$ cat config.mk
export PLATFORM = sky130hd
export DESIGN_NAME = axist_test_seq_ctrl
export DESIGN_NICKNAME = d
export VERILOG_FILES = /design/src/rtl/axist_seq_pkg.sv /design/src/rtl/axist_csr_mstr_if.sv /design/src/rtl/axist_test_seq_ctrl.sv
export SDC_FILE = /design/constraint.sdc
export NUM_CORES = 1
export LEC_CHECK = 0
export ABC_CLOCK_PERIOD_IN_PS = 2380
export CORE_UTILIZATION = 38
export CTS_CLUSTER_DIAMETER = 60
export CTS_CLUSTER_SIZE = 24
export DETAILED_ROUTE_END_ITERATION = 10
export HOLD_SLACK_MARGIN = 0.02
export PLACE_DENSITY = 0.88
export SYNTH_ARGS = -nofsm -noshare
export SYNTH_HDL_FRONTEND = slang
export SYNTH_SLANG_ARGS = --single-unit
$ cat constraint.sdc
create_clock -name mgmt_clk -period 2.38 [get_ports mgmt_clk]
set_clock_uncertainty 0.1 [all_clocks]
set_input_delay 0.357 -clock mgmt_clk [delete_from_list [all_inputs] [get_ports mgmt_clk]]
set_output_delay 0.357 -clock mgmt_clk [all_outputs]
set_load 0.005 [all_outputs]
$ cat src/rtl/axist_seq_pkg.sv
// axist_seq_pkg: CSR map, CFG word layout and state types for the AXI-ST loopback test sequencer
package axist_seq_pkg;
    localparam logic [31:0] ADDR_DELAY_X = 32'h0000_1000;
    localparam logic [31:0] ADDR_DELAY_Y = 32'h0000_1004;
    localparam logic [31:0] ADDR_DELAY_Z = 32'h0000_1008;
    localparam logic [31:0] ADDR_PATCFG  = 32'h0000_1010;
    localparam logic [31:0] ADDR_STATUS  = 32'h0000_1014;
    localparam int CFG_EN      = 0;
    localparam int CFG_SEL_LSB = 1;
    localparam int CFG_CNT_LSB = 3;
    localparam int CFG_CNTUS   = 12;
    typedef enum logic [3:0] {
        S_IDLE, S_WR_DX, S_WR_DY, S_WR_DZ, S_WAIT_ON, S_WR_CFG, S_WR_GO,
        S_GAP, S_RD_STAT, S_WAIT_RDV, S_EVAL, S_WR_STOP, S_DONE
    } seq_state_e;
    typedef enum logic [2:0] {
        ERR_NONE = 3'd0, ERR_ONLINE = 3'd1, ERR_POLL = 3'd2, ERR_RDV = 3'd3, ERR_LINK = 3'd4
    } err_code_e;
    function automatic logic [31:0] cfg_word(input logic en, input logic [1:0] sel,
                                             input logic [8:0] cnt, input logic cus);
        logic [31:0] w;
        w = '0;
        w[CFG_EN] = en;
        w[CFG_SEL_LSB +: 2] = sel;
        w[CFG_CNT_LSB +: 9] = cnt;
        w[CFG_CNTUS] = cus;
        return w;
    endfunction
endpackage

$ cat src/rtl/axist_csr_mstr_if.sv
// axist_csr_mstr_if: single-outstanding CSR write/read handshake engine with readdatavalid timeout
module axist_csr_mstr_if #(
    parameter int RDV_TIMEOUT = 64
) (
    input  logic        mgmt_clk,
    input  logic        rst,
    input  logic        req,
    input  logic        we,
    input  logic [31:0] addr,
    input  logic [31:0] wdata,
    output logic        ack,
    output logic        rvalid,
    output logic        rd_timeout,
    output logic [31:0] rdata,
    output logic [31:0] o_wr_addr,
    output logic [31:0] o_wrdata,
    output logic        o_wren,
    output logic        o_rden,
    input  logic [31:0] i_master_readdata,
    input  logic        i_master_readdatavalid,
    input  logic        i_master_waitreq
);
    localparam int CW = $clog2(RDV_TIMEOUT + 1);
    logic          wait_rdv;
    logic [CW-1:0] cnt;
    assign ack        = (o_wren | o_rden) & ~i_master_waitreq;
    assign rvalid     = wait_rdv & i_master_readdatavalid;
    assign rd_timeout = wait_rdv & ~i_master_readdatavalid & (cnt == CW'(RDV_TIMEOUT - 1));
    always_ff @(posedge mgmt_clk) begin
        if (rst) begin
            o_wren    <= 1'b0;
            o_rden    <= 1'b0;
            o_wr_addr <= '0;
            o_wrdata  <= '0;
            rdata     <= '0;
            wait_rdv  <= 1'b0;
            cnt       <= '0;
        end else begin
            if (ack) begin
                o_wren   <= 1'b0;
                o_rden   <= 1'b0;
                wait_rdv <= o_rden;
                cnt      <= '0;
            end else if (req && !o_wren && !o_rden && !wait_rdv) begin
                o_wren    <= we;
                o_rden    <= ~we;
                o_wr_addr <= addr;
                o_wrdata  <= wdata;
            end
            if (rvalid) begin
                rdata    <= i_master_readdata;
                wait_rdv <= 1'b0;
            end else if (rd_timeout) begin
                wait_rdv <= 1'b0;
            end else if (wait_rdv && cnt != CW'(RDV_TIMEOUT)) begin
                cnt <= cnt + 1'b1;
            end
        end
    end
endmodule

$ cat src/rtl/axist_test_seq_ctrl.sv
// axist_test_seq_ctrl: runs one AXI-ST over AIB loopback test through the CSR master port
module axist_test_seq_ctrl
    import axist_seq_pkg::*;
#(
    parameter int ONLINE_TIMEOUT = 65536,
    parameter int POLL_GAP       = 256,
    parameter int POLL_MAX       = 1024,
    parameter int RDV_TIMEOUT    = 64
) (
    input  logic        mgmt_clk,
    input  logic        rst,
    input  logic        start,
    input  logic [31:0] cfg_delay_x,
    input  logic [31:0] cfg_delay_y,
    input  logic [31:0] cfg_delay_z,
    input  logic [1:0]  cfg_patgen_sel,
    input  logic [8:0]  cfg_patgen_cnt,
    input  logic        cfg_cntuspatt_en,
    input  logic        tx_online,
    input  logic        rx_online,
    output logic [31:0] o_wr_addr,
    output logic [31:0] o_wrdata,
    output logic        o_wren,
    output logic        o_rden,
    input  logic [31:0] i_master_readdata,
    input  logic        i_master_readdatavalid,
    input  logic        i_master_waitreq,
    output logic        busy,
    output logic        done,
    output logic        pass,
    output logic [2:0]  err_code
);
    localparam int CMAX = (ONLINE_TIMEOUT > POLL_GAP) ? ONLINE_TIMEOUT : POLL_GAP;
    localparam int TW   = $clog2(CMAX + 1);
    localparam int PW   = $clog2(POLL_MAX + 1);
    seq_state_e    state, state_n;
    err_code_e     err, err_n;
    logic [TW-1:0] cnt, cnt_n;
    logic [PW-1:0] polls, polls_n;
    logic          pass_q, pass_n, lost, lost_n;
    logic [1:0]    tx_s, rx_s;
    logic          online_s, req, we, ack, rvalid, rd_timeout, stat_unused;
    logic [31:0]   addr, wdata, rdata;
    assign online_s    = tx_s[1] & rx_s[1];
    assign busy        = !(state inside {S_IDLE, S_DONE});
    assign done        = state == S_DONE;
    assign pass        = pass_q & (err == ERR_NONE);
    assign err_code    = err;
    assign stat_unused = ^rdata[31:2];
    axist_csr_mstr_if #(.RDV_TIMEOUT(RDV_TIMEOUT)) u_csr (
        .mgmt_clk(mgmt_clk), .rst(rst), .req(req), .we(we), .addr(addr), .wdata(wdata),
        .ack(ack), .rvalid(rvalid), .rd_timeout(rd_timeout), .rdata(rdata),
        .o_wr_addr(o_wr_addr), .o_wrdata(o_wrdata), .o_wren(o_wren), .o_rden(o_rden),
        .i_master_readdata(i_master_readdata), .i_master_readdatavalid(i_master_readdatavalid),
        .i_master_waitreq(i_master_waitreq)
    );
    always_ff @(posedge mgmt_clk) begin
        if (rst) begin
            tx_s   <= '0;
            rx_s   <= '0;
            state  <= S_IDLE;
            err    <= ERR_NONE;
            cnt    <= '0;
            polls  <= '0;
            pass_q <= 1'b0;
            lost   <= 1'b0;
        end else begin
            tx_s   <= {tx_s[0], tx_online};
            rx_s   <= {rx_s[0], rx_online};
            state  <= state_n;
            err    <= err_n;
            cnt    <= cnt_n;
            polls  <= polls_n;
            pass_q <= pass_n;
            lost   <= lost_n;
        end
    end
    always_comb begin
        state_n = state;
        err_n   = err;
        pass_n  = pass_q;
        polls_n = polls;
        cnt_n   = (cnt == TW'(CMAX)) ? cnt : cnt + 1'b1;
        lost_n  = lost | ((state inside {S_WR_GO, S_GAP, S_RD_STAT, S_WAIT_RDV, S_EVAL}) & ~online_s);
        req     = state inside {S_WR_DX, S_WR_DY, S_WR_DZ, S_WR_CFG, S_WR_GO, S_RD_STAT, S_WR_STOP};
        we      = state != S_RD_STAT;
        addr    = ADDR_PATCFG;
        wdata   = cfg_word(state == S_WR_GO, cfg_patgen_sel, cfg_patgen_cnt, cfg_cntuspatt_en);
        case (state)
            S_IDLE, S_DONE: if (start) begin
                state_n = S_WR_DX;
                err_n   = ERR_NONE;
                pass_n  = 1'b0;
                polls_n = '0;
                lost_n  = 1'b0;
            end
            S_WR_DX: begin
                addr  = ADDR_DELAY_X;
                wdata = cfg_delay_x;
                if (ack) state_n = S_WR_DY;
            end
            S_WR_DY: begin
                addr  = ADDR_DELAY_Y;
                wdata = cfg_delay_y;
                if (ack) state_n = S_WR_DZ;
            end
            S_WR_DZ: begin
                addr  = ADDR_DELAY_Z;
                wdata = cfg_delay_z;
                if (ack) begin
                    state_n = S_WAIT_ON;
                    cnt_n   = '0;
                end
            end
            S_WAIT_ON: if (online_s) begin
                state_n = S_WR_CFG;
            end else if (cnt == TW'(ONLINE_TIMEOUT - 1)) begin
                err_n   = ERR_ONLINE;
                state_n = S_DONE;
            end
            S_WR_CFG: if (ack) state_n = S_WR_GO;
            S_WR_GO: if (ack) begin
                state_n = S_GAP;
                cnt_n   = '0;
            end
            S_GAP: if (lost_n) begin
                err_n   = ERR_LINK;
                state_n = S_WR_STOP;
            end else if (cnt == TW'(POLL_GAP - 1)) begin
                state_n = S_RD_STAT;
            end
            S_RD_STAT: begin
                addr = ADDR_STATUS;
                if (ack) state_n = S_WAIT_RDV;
            end
            S_WAIT_RDV: if (rvalid) begin
                state_n = S_EVAL;
            end else if (rd_timeout) begin
                err_n   = ERR_RDV;
                state_n = S_WR_STOP;
            end
            S_EVAL: if (lost_n) begin
                err_n   = ERR_LINK;
                state_n = S_WR_STOP;
            end else if (rdata[0]) begin
                pass_n  = rdata[1];
                state_n = S_WR_STOP;
            end else if (polls == PW'(POLL_MAX)) begin
                err_n   = ERR_POLL;
                state_n = S_WR_STOP;
            end else begin
                polls_n = polls + 1'b1;
                cnt_n   = '0;
                state_n = S_GAP;
            end
            S_WR_STOP: if (ack) state_n = S_DONE;
            default: state_n = S_IDLE;
        endcase
    end
endmodule

; Word-level counts from Yosys, hierarchy flattened
; Index checks and enable logic that the tools add are counted.
[totals]
latch_bits = 0
out_inout_bits = 72
mem_bits_rw = 0
word_cells = 148
rom_bits = 0
reg_bits = 117
mem_count = 0
[op_classes]
bitwise = 14
n_mux = 51
n_shift = 0
n_eq_ne = 41
n_lt_le_gt_ge = 0
mul = 0
reduce_logical = 24
add_sub_neg = 3
div = 0
[op_table]
columns = op, n
row1 = one-hot mux 32 bit (3 select lines), 1
row2 = 2-to-1 mux 17 bit, 5
row3 = 2-to-1 mux 4 bit, 17
row4 = one-hot mux 4 bit (12 select lines), 1
row5 = 2-to-1 mux 11 bit, 4
row6 = one-hot mux 17 bit (2 select lines), 1
row7 = "inequality test 2 bit, second input constant", 15
row8 = 2-to-1 mux 7 bit, 4
row9 = 2-to-1 mux 3 bit, 9
row10 = one-hot mux 11 bit (2 select lines), 1
row11 = "equality test 4 bit, second input constant", 5
row12 = one-hot mux 5 bit (4 select lines), 1
row13 = "adder 17 x 1 -> 17 bit, second input constant", 1
row14 = "equality test 17 x 16 -> 1 bit, second input constant", 1
row15 = "equality test 17 bit, second input constant", 1
row16 = "equality test 17 x 8 -> 1 bit, second input constant", 1
row17 = "equality test 4 x 3 -> 1 bit, second input constant", 4
row18 = one-hot mux 3 bit (5 select lines), 1
row19 = "adder 11 x 1 -> 11 bit, second input constant", 1
row20 = "equality test 11 bit, second input constant", 1
row21 = AND reduction 11 bit, 1
row22 = nonzero test 5 bit, 2
row23 = "inequality test 3 bit, second input constant", 3
row24 = AND reduction 9 bit, 1
row25 = other kinds (24), 51

; Longest topological paths before layout
[depth]
word_depth = 6
mapped_depth = 9
depth_no_buf = 8

; By module
; A second synthesis with hierarchy kept.
[hier_totals]
cells_unflattened = 858
hier_area_um2 = 6779.0
[modules_own_cells]
columns = mod, cells_per_inst, instances, area_per_inst_um2, seq_area_each_um2
row1 = axist_csr_mstr_if, 483, 1, 3882.5, 2122.0
row2 = axist_test_seq_ctrl, 375, 1, 2896.5, 820.8

; Worst setup path after synthesis
; No wires, ideal clock.
[synth_timing]
kind = flip-flop to flip-flop
startpoint = reg polls[0]
endpoint = reg cnt[0]
n_path_buf = 2
t_required_ns = 2.152
setup_slack_ns = 0.120
arrival_ns = 2.033
stages_incl_launch_ff = 10
synth_period_minus_slack_ns = 2.260
cell_sequence = dfxtp_1 > inv_1 > ha_1 > nor4b_1 > a31oi_1 > a21oi_1 > buf_2 > o21ai_1 > clkbuf_1 > nor2_1
[synth_between]
elab_chain_len = 5
[synth_lines]
columns = item, line_no
row1 = start: declaration, axist_test_seq_ctrl.sv:39  ; logic [PW-1:0] polls, polls_n;
row2 = start signal: assignment, axist_test_seq_ctrl.sv:73  ; polls <= polls_n;
row3 = equality test 11 bit, axist_test_seq_ctrl.sv:148  ; end else if (polls == PW'(POLL_MAX)) begin
row4 = 2-to-1 mux 17 bit, axist_test_seq_ctrl.sv:148
row5 = 2-to-1 mux 17 bit, axist_test_seq_ctrl.sv:145  ; end else if (rdata[0]) begin
row6 = 2-to-1 mux 17 bit, axist_test_seq_ctrl.sv:142  ; S_EVAL: if (lost_n) begin
row7 = one-hot mux 17 bit (2 select lines), axist_test_seq_ctrl.sv:89  ; case (state)
row8 = end signal: assignment, axist_test_seq_ctrl.sv:72  ; cnt <= cnt_n;
row9 = end: declaration, axist_test_seq_ctrl.sv:38  ; logic [TW-1:0] cnt, cnt_n;
; Every way passes these cells.
; A chain may end at the register's enable or synchronous reset.

; Worst setup path after layout
[layout_timing]
startpoint = reg state[3]
endpoint = out busy
[layout_between]
elab_chain_len = 3
elab_cells_between_ends = 4
cone_classes = 1 x eq/ne / 3 x reduce/logical
[layout_lines]
columns = item, line_no
row1 = start: declaration, axist_test_seq_ctrl.sv:36  ; seq_state_e state, state_n;
row2 = start signal: assignment, axist_test_seq_ctrl.sv:70  ; state <= state_n;
row3 = equality test 4 bit / zero test 4 bit (equally long branches), axist_test_seq_ctrl.sv:45  ; assign busy = !(state inside {S_IDLE, S_DONE});
row4 = nonzero test 2 bit *, axist_test_seq_ctrl.sv:45
row5 = zero test 1 bit *, axist_test_seq_ctrl.sv:45
row6 = end: declaration, axist_test_seq_ctrl.sv:28  ; output logic busy,
; Mark *: on every way between the ends. The rest lies on a longest branch, timed or not.

==> results.toml <==
[placed_design]
place_congestion = 0.897
port_buffers = 160
dpl.hpwl_um = 10200

[min_path]
hp-start = "rst"
hold_path.class = "in2reg"

[floorplanning]
die_area_sq_um = 13000
start_util_pct = 39.4
ioPinCount = 219
die_w_um = 114
coreArea_sq_um = 12100
die_h_um = 114
rows = 40

[drt]
drt-initial-drc-count = 512
drtAntennaViolNets = 0
via_count = 5011
drc = 0
via_per_inst = 5.52
first_pass_iters = 6
routedWlPerCell_um = 15.5
drt-total-wl_um = 14000

[timing]
tightest_slew_ns = 0.605
period_share_pct = 95.9
finalSetupViolCount = 0
tns_ns = 0
rsz0062_at_grt = "false"
finalCriticalPeriod_ns = 2.28
hold_viol = 0
fmax_ghz = 0.438
timing.slew.headroom_pct = 59.7
slew_violations = 0

[cells_and_area]
nets = 889
syn2layout_area_growth_pct = 45.6
regArea_sq_um = 1790
antenna_cells = 0
layout-drive-gt1-share_pct = 9.47
multi_input_area_sq_um = 2700
fillers = 1091

[run_status]
run_status = "completed"

[yosys]
synth_area_leaders = "dfxtp_1 37%, nor2_1 6.1%, buf_4 4.4%"
synth_cell_types = 63
synth.top_cell.area_share_pct = 37.4
synthXorXnorAreaFrac_pct = 2.94
avgSynthCellArea_sq_um = 8.38
yosysMostFrequentCell = "dfxtp_1"
synth_fa_ha_area_share_pct = 1.84
synth_top_family_by_area = "compound AO/OA/AOI/OAI gates"
synth-edff-count = 0
seq_area_frac_synth_pct = 37.4
synth_top_flop_cell = "dfxtp_1"
synth_compound_area_share_pct = 26.7
synthSimpleGateAreaFrac_pct = 21.3
synth_mux_area_share_pct = 0.630
synth_area_leader_cell = "dfxtp_1"
ys_ff_latch = 89
syn_area_sq_um = 4770
ys_top_cells_by_count = "89 x dfxtp_1, 77 x nor2_1, 35 x a21oi_1, 28 x buf_4"
yosysWarnings = 0
synth-async-reset-ratio_pct = 0
synth_cells = 569

[setup_path]
startpoint = "state[3]$_SDFFE_PP0P_"
endpoint = "busy"
r2r_slack_ns = 0.11
start_kind = "flip-flop"
worstPathCellList = "buf_4, nand2b_1, nand3_1, clkdlybuf4s50_1"
cpPeakStageDelay_ns = 0.54
worstPathArrival_ns = 1.83
end_kind = "primary output"
r2r-end = "state[2]$_SDFFE_PP0P_"
required_ns = 1.92
r2r_cells = 6
cp_slowest_cell = "clkdlybuf4s50_1"
crit_path_max_fanout = 15
r2r-start = "u_csr.cnt[0]$_SDFF_PP0_"
critical_path_class = "reg2out"

[clocking]
numClockSinks = 89
clkLatencyLatePin_ns = 0.34
cts-hold-fix-buffers = 0
clk_path_buf_depth = 2
cts_root_buffer = "clkbuf_16"
clk_pin_slew_ns = 0.07
cts_buffers = 9
cts-htree-levels = 3
cts_tree = "built"

[global_route]
grt_pass1_wl_um = 22200
grt_max_degree = 57
grt_overflow = 0
first_global_vias = 4563
groute.usage.overall_pct = 21.5
antenna_found_initial = 0

[power_and_ir_drop]
power_density_nw_per_um2 = 884
ir_drop_mv = 0.526
power.total_mw = 6.14
p_leak_nw = 2.46

[run]
drv_cap = 0
-- logic make-up after synthesis --
logic type / Yosys count
DFF: 89
AOI/OAI and AO/OA: 171
muxes: 3
buffers and inverters: 85
xor gates and xnor gates: 16
adders and majority gates: 7
and+or+nand+nor: 197
other: 1
-- power breakdown --
group / internal [mW] / switching [mW] / leakage, nW
registers: 1.72 / 0.169 / 0.728
logic: 1.38 / 1.54 / 1.61
clock network: 0.712 / 0.616 / 0.126
total: 3.82 / 2.32 / 2.46
-- critical path: cells and delay by family (launching register included) --
family	cells	cell delay (ns)
DFF	1	0.41
buffers and inverters	2	0.77
and+or+nand+nor	2	0.31
-- what timing repair did --
| item | in CTS | in global routing |
|---|---|---|
| gates cloned | 0 | 0 |
| setup buffers | 0 | 0 |
| endpoints found under the hold margin | 0 | 0 |
| gates resized for setup | 2 | 12 |
| pin swaps | 0 | 1 |
| endpoints found under the setup margin | 1 | 35 |
-- worst min path at each step --
stage                                       end  depth (start not counted)
2_1_floorplan                rx_s[1]$_SDFF_PP0_                          1
3_3_place_gp   u_csr.o_wr_addr[12]$_SDFFE_PP0P_                          2
3_5_place_dp   u_csr.o_wr_addr[12]$_SDFFE_PP0P_                          2
4_1_cts                err_code[2]$_SDFFE_PP0P_                          3
5_1_grt                err_code[2]$_SDFFE_PP0P_                          3
6_report               err_code[2]$_SDFFE_PP0P_                          3
-- sequential cells by signal, summed over array words and instances, names as in the netlist --
signal,cells
cnt,17
err_code,3
lost,1
pass_q,1
polls,11
rx_s,2
state,4
tx_s,2
u_csr.cnt,7
u_csr.o_rden,1
u_csr.o_wr_addr,4
u_csr.o_wrdata,32
u_csr.o_wren,1
u_csr.rdata,2
u_csr.wait_rdv,1
-- layout by cell type, fill, tap and decap left out, types with 3 or more instances in the layout --
master,n
a211oi_1,23
a21oi_1,34
a222oi_1,20
a22oi_1,24
a311oi_1,13
a31oi_1,3
and2_1,3
and3_1,6
and4_1,3
buf_12,4
buf_4,30
clkbuf_16,9
clkdlybuf4s50_1,158
conb_1,28
dfxtp_1,84
dfxtp_2,5
ha_1,6
inv_1,18
mux2i_1,3
nand2_1,21
nand2b_1,4
nand3_1,20
nand3b_1,4
nand4_1,6
nor2_1,76
nor2b_1,6
nor3_1,11
nor4_1,5
o21ai_0,12
o21bai_1,3
o31ai_1,9
o32ai_1,7
or3_1,4
or4_1,9
xnor2_1,10
xor2_1,6
-- cell type report --
type                       count  area share (%)
tap                          168            3.03
sequential                    89            25.7
clock buffer                  10            3.30
timing repair buffer         195            27.6
clock inverter                 5           0.594
inverter                      18           0.973
multi-input combinational    422            38.8
-- layer usage --
metal	global-route usage, %	vias to the layer above	routed length [um]
li1	-	2430	-
met1	26.0	2341	5690
met2	37.1	213	7070
met3	5.15	27	893
met4	7.53	0	378
met5	0	-	0
-- metrics by stage --
step / cell area (sq um) / cells / hold WS [ns] / setup slack (ns) / utilization, %
global placement: 6630 / 892 / 0.350 / 0.0808 / 54.7
global route: 6950 / 907 / 0.314 / 0.00757 / 57.4
finish: 6950 / 907 / 0.317 / 0.0968 / 57.4
detailed placement: 6630 / 892 / 0.358 / 0.0308 / 54.7
floorplan: 4870 / 596 / 0.314 / 0.120 / -
CTS: 6910 / 907 / 0.289 / 0.00903 / 57.0
(Power assumes the default switching activity.)
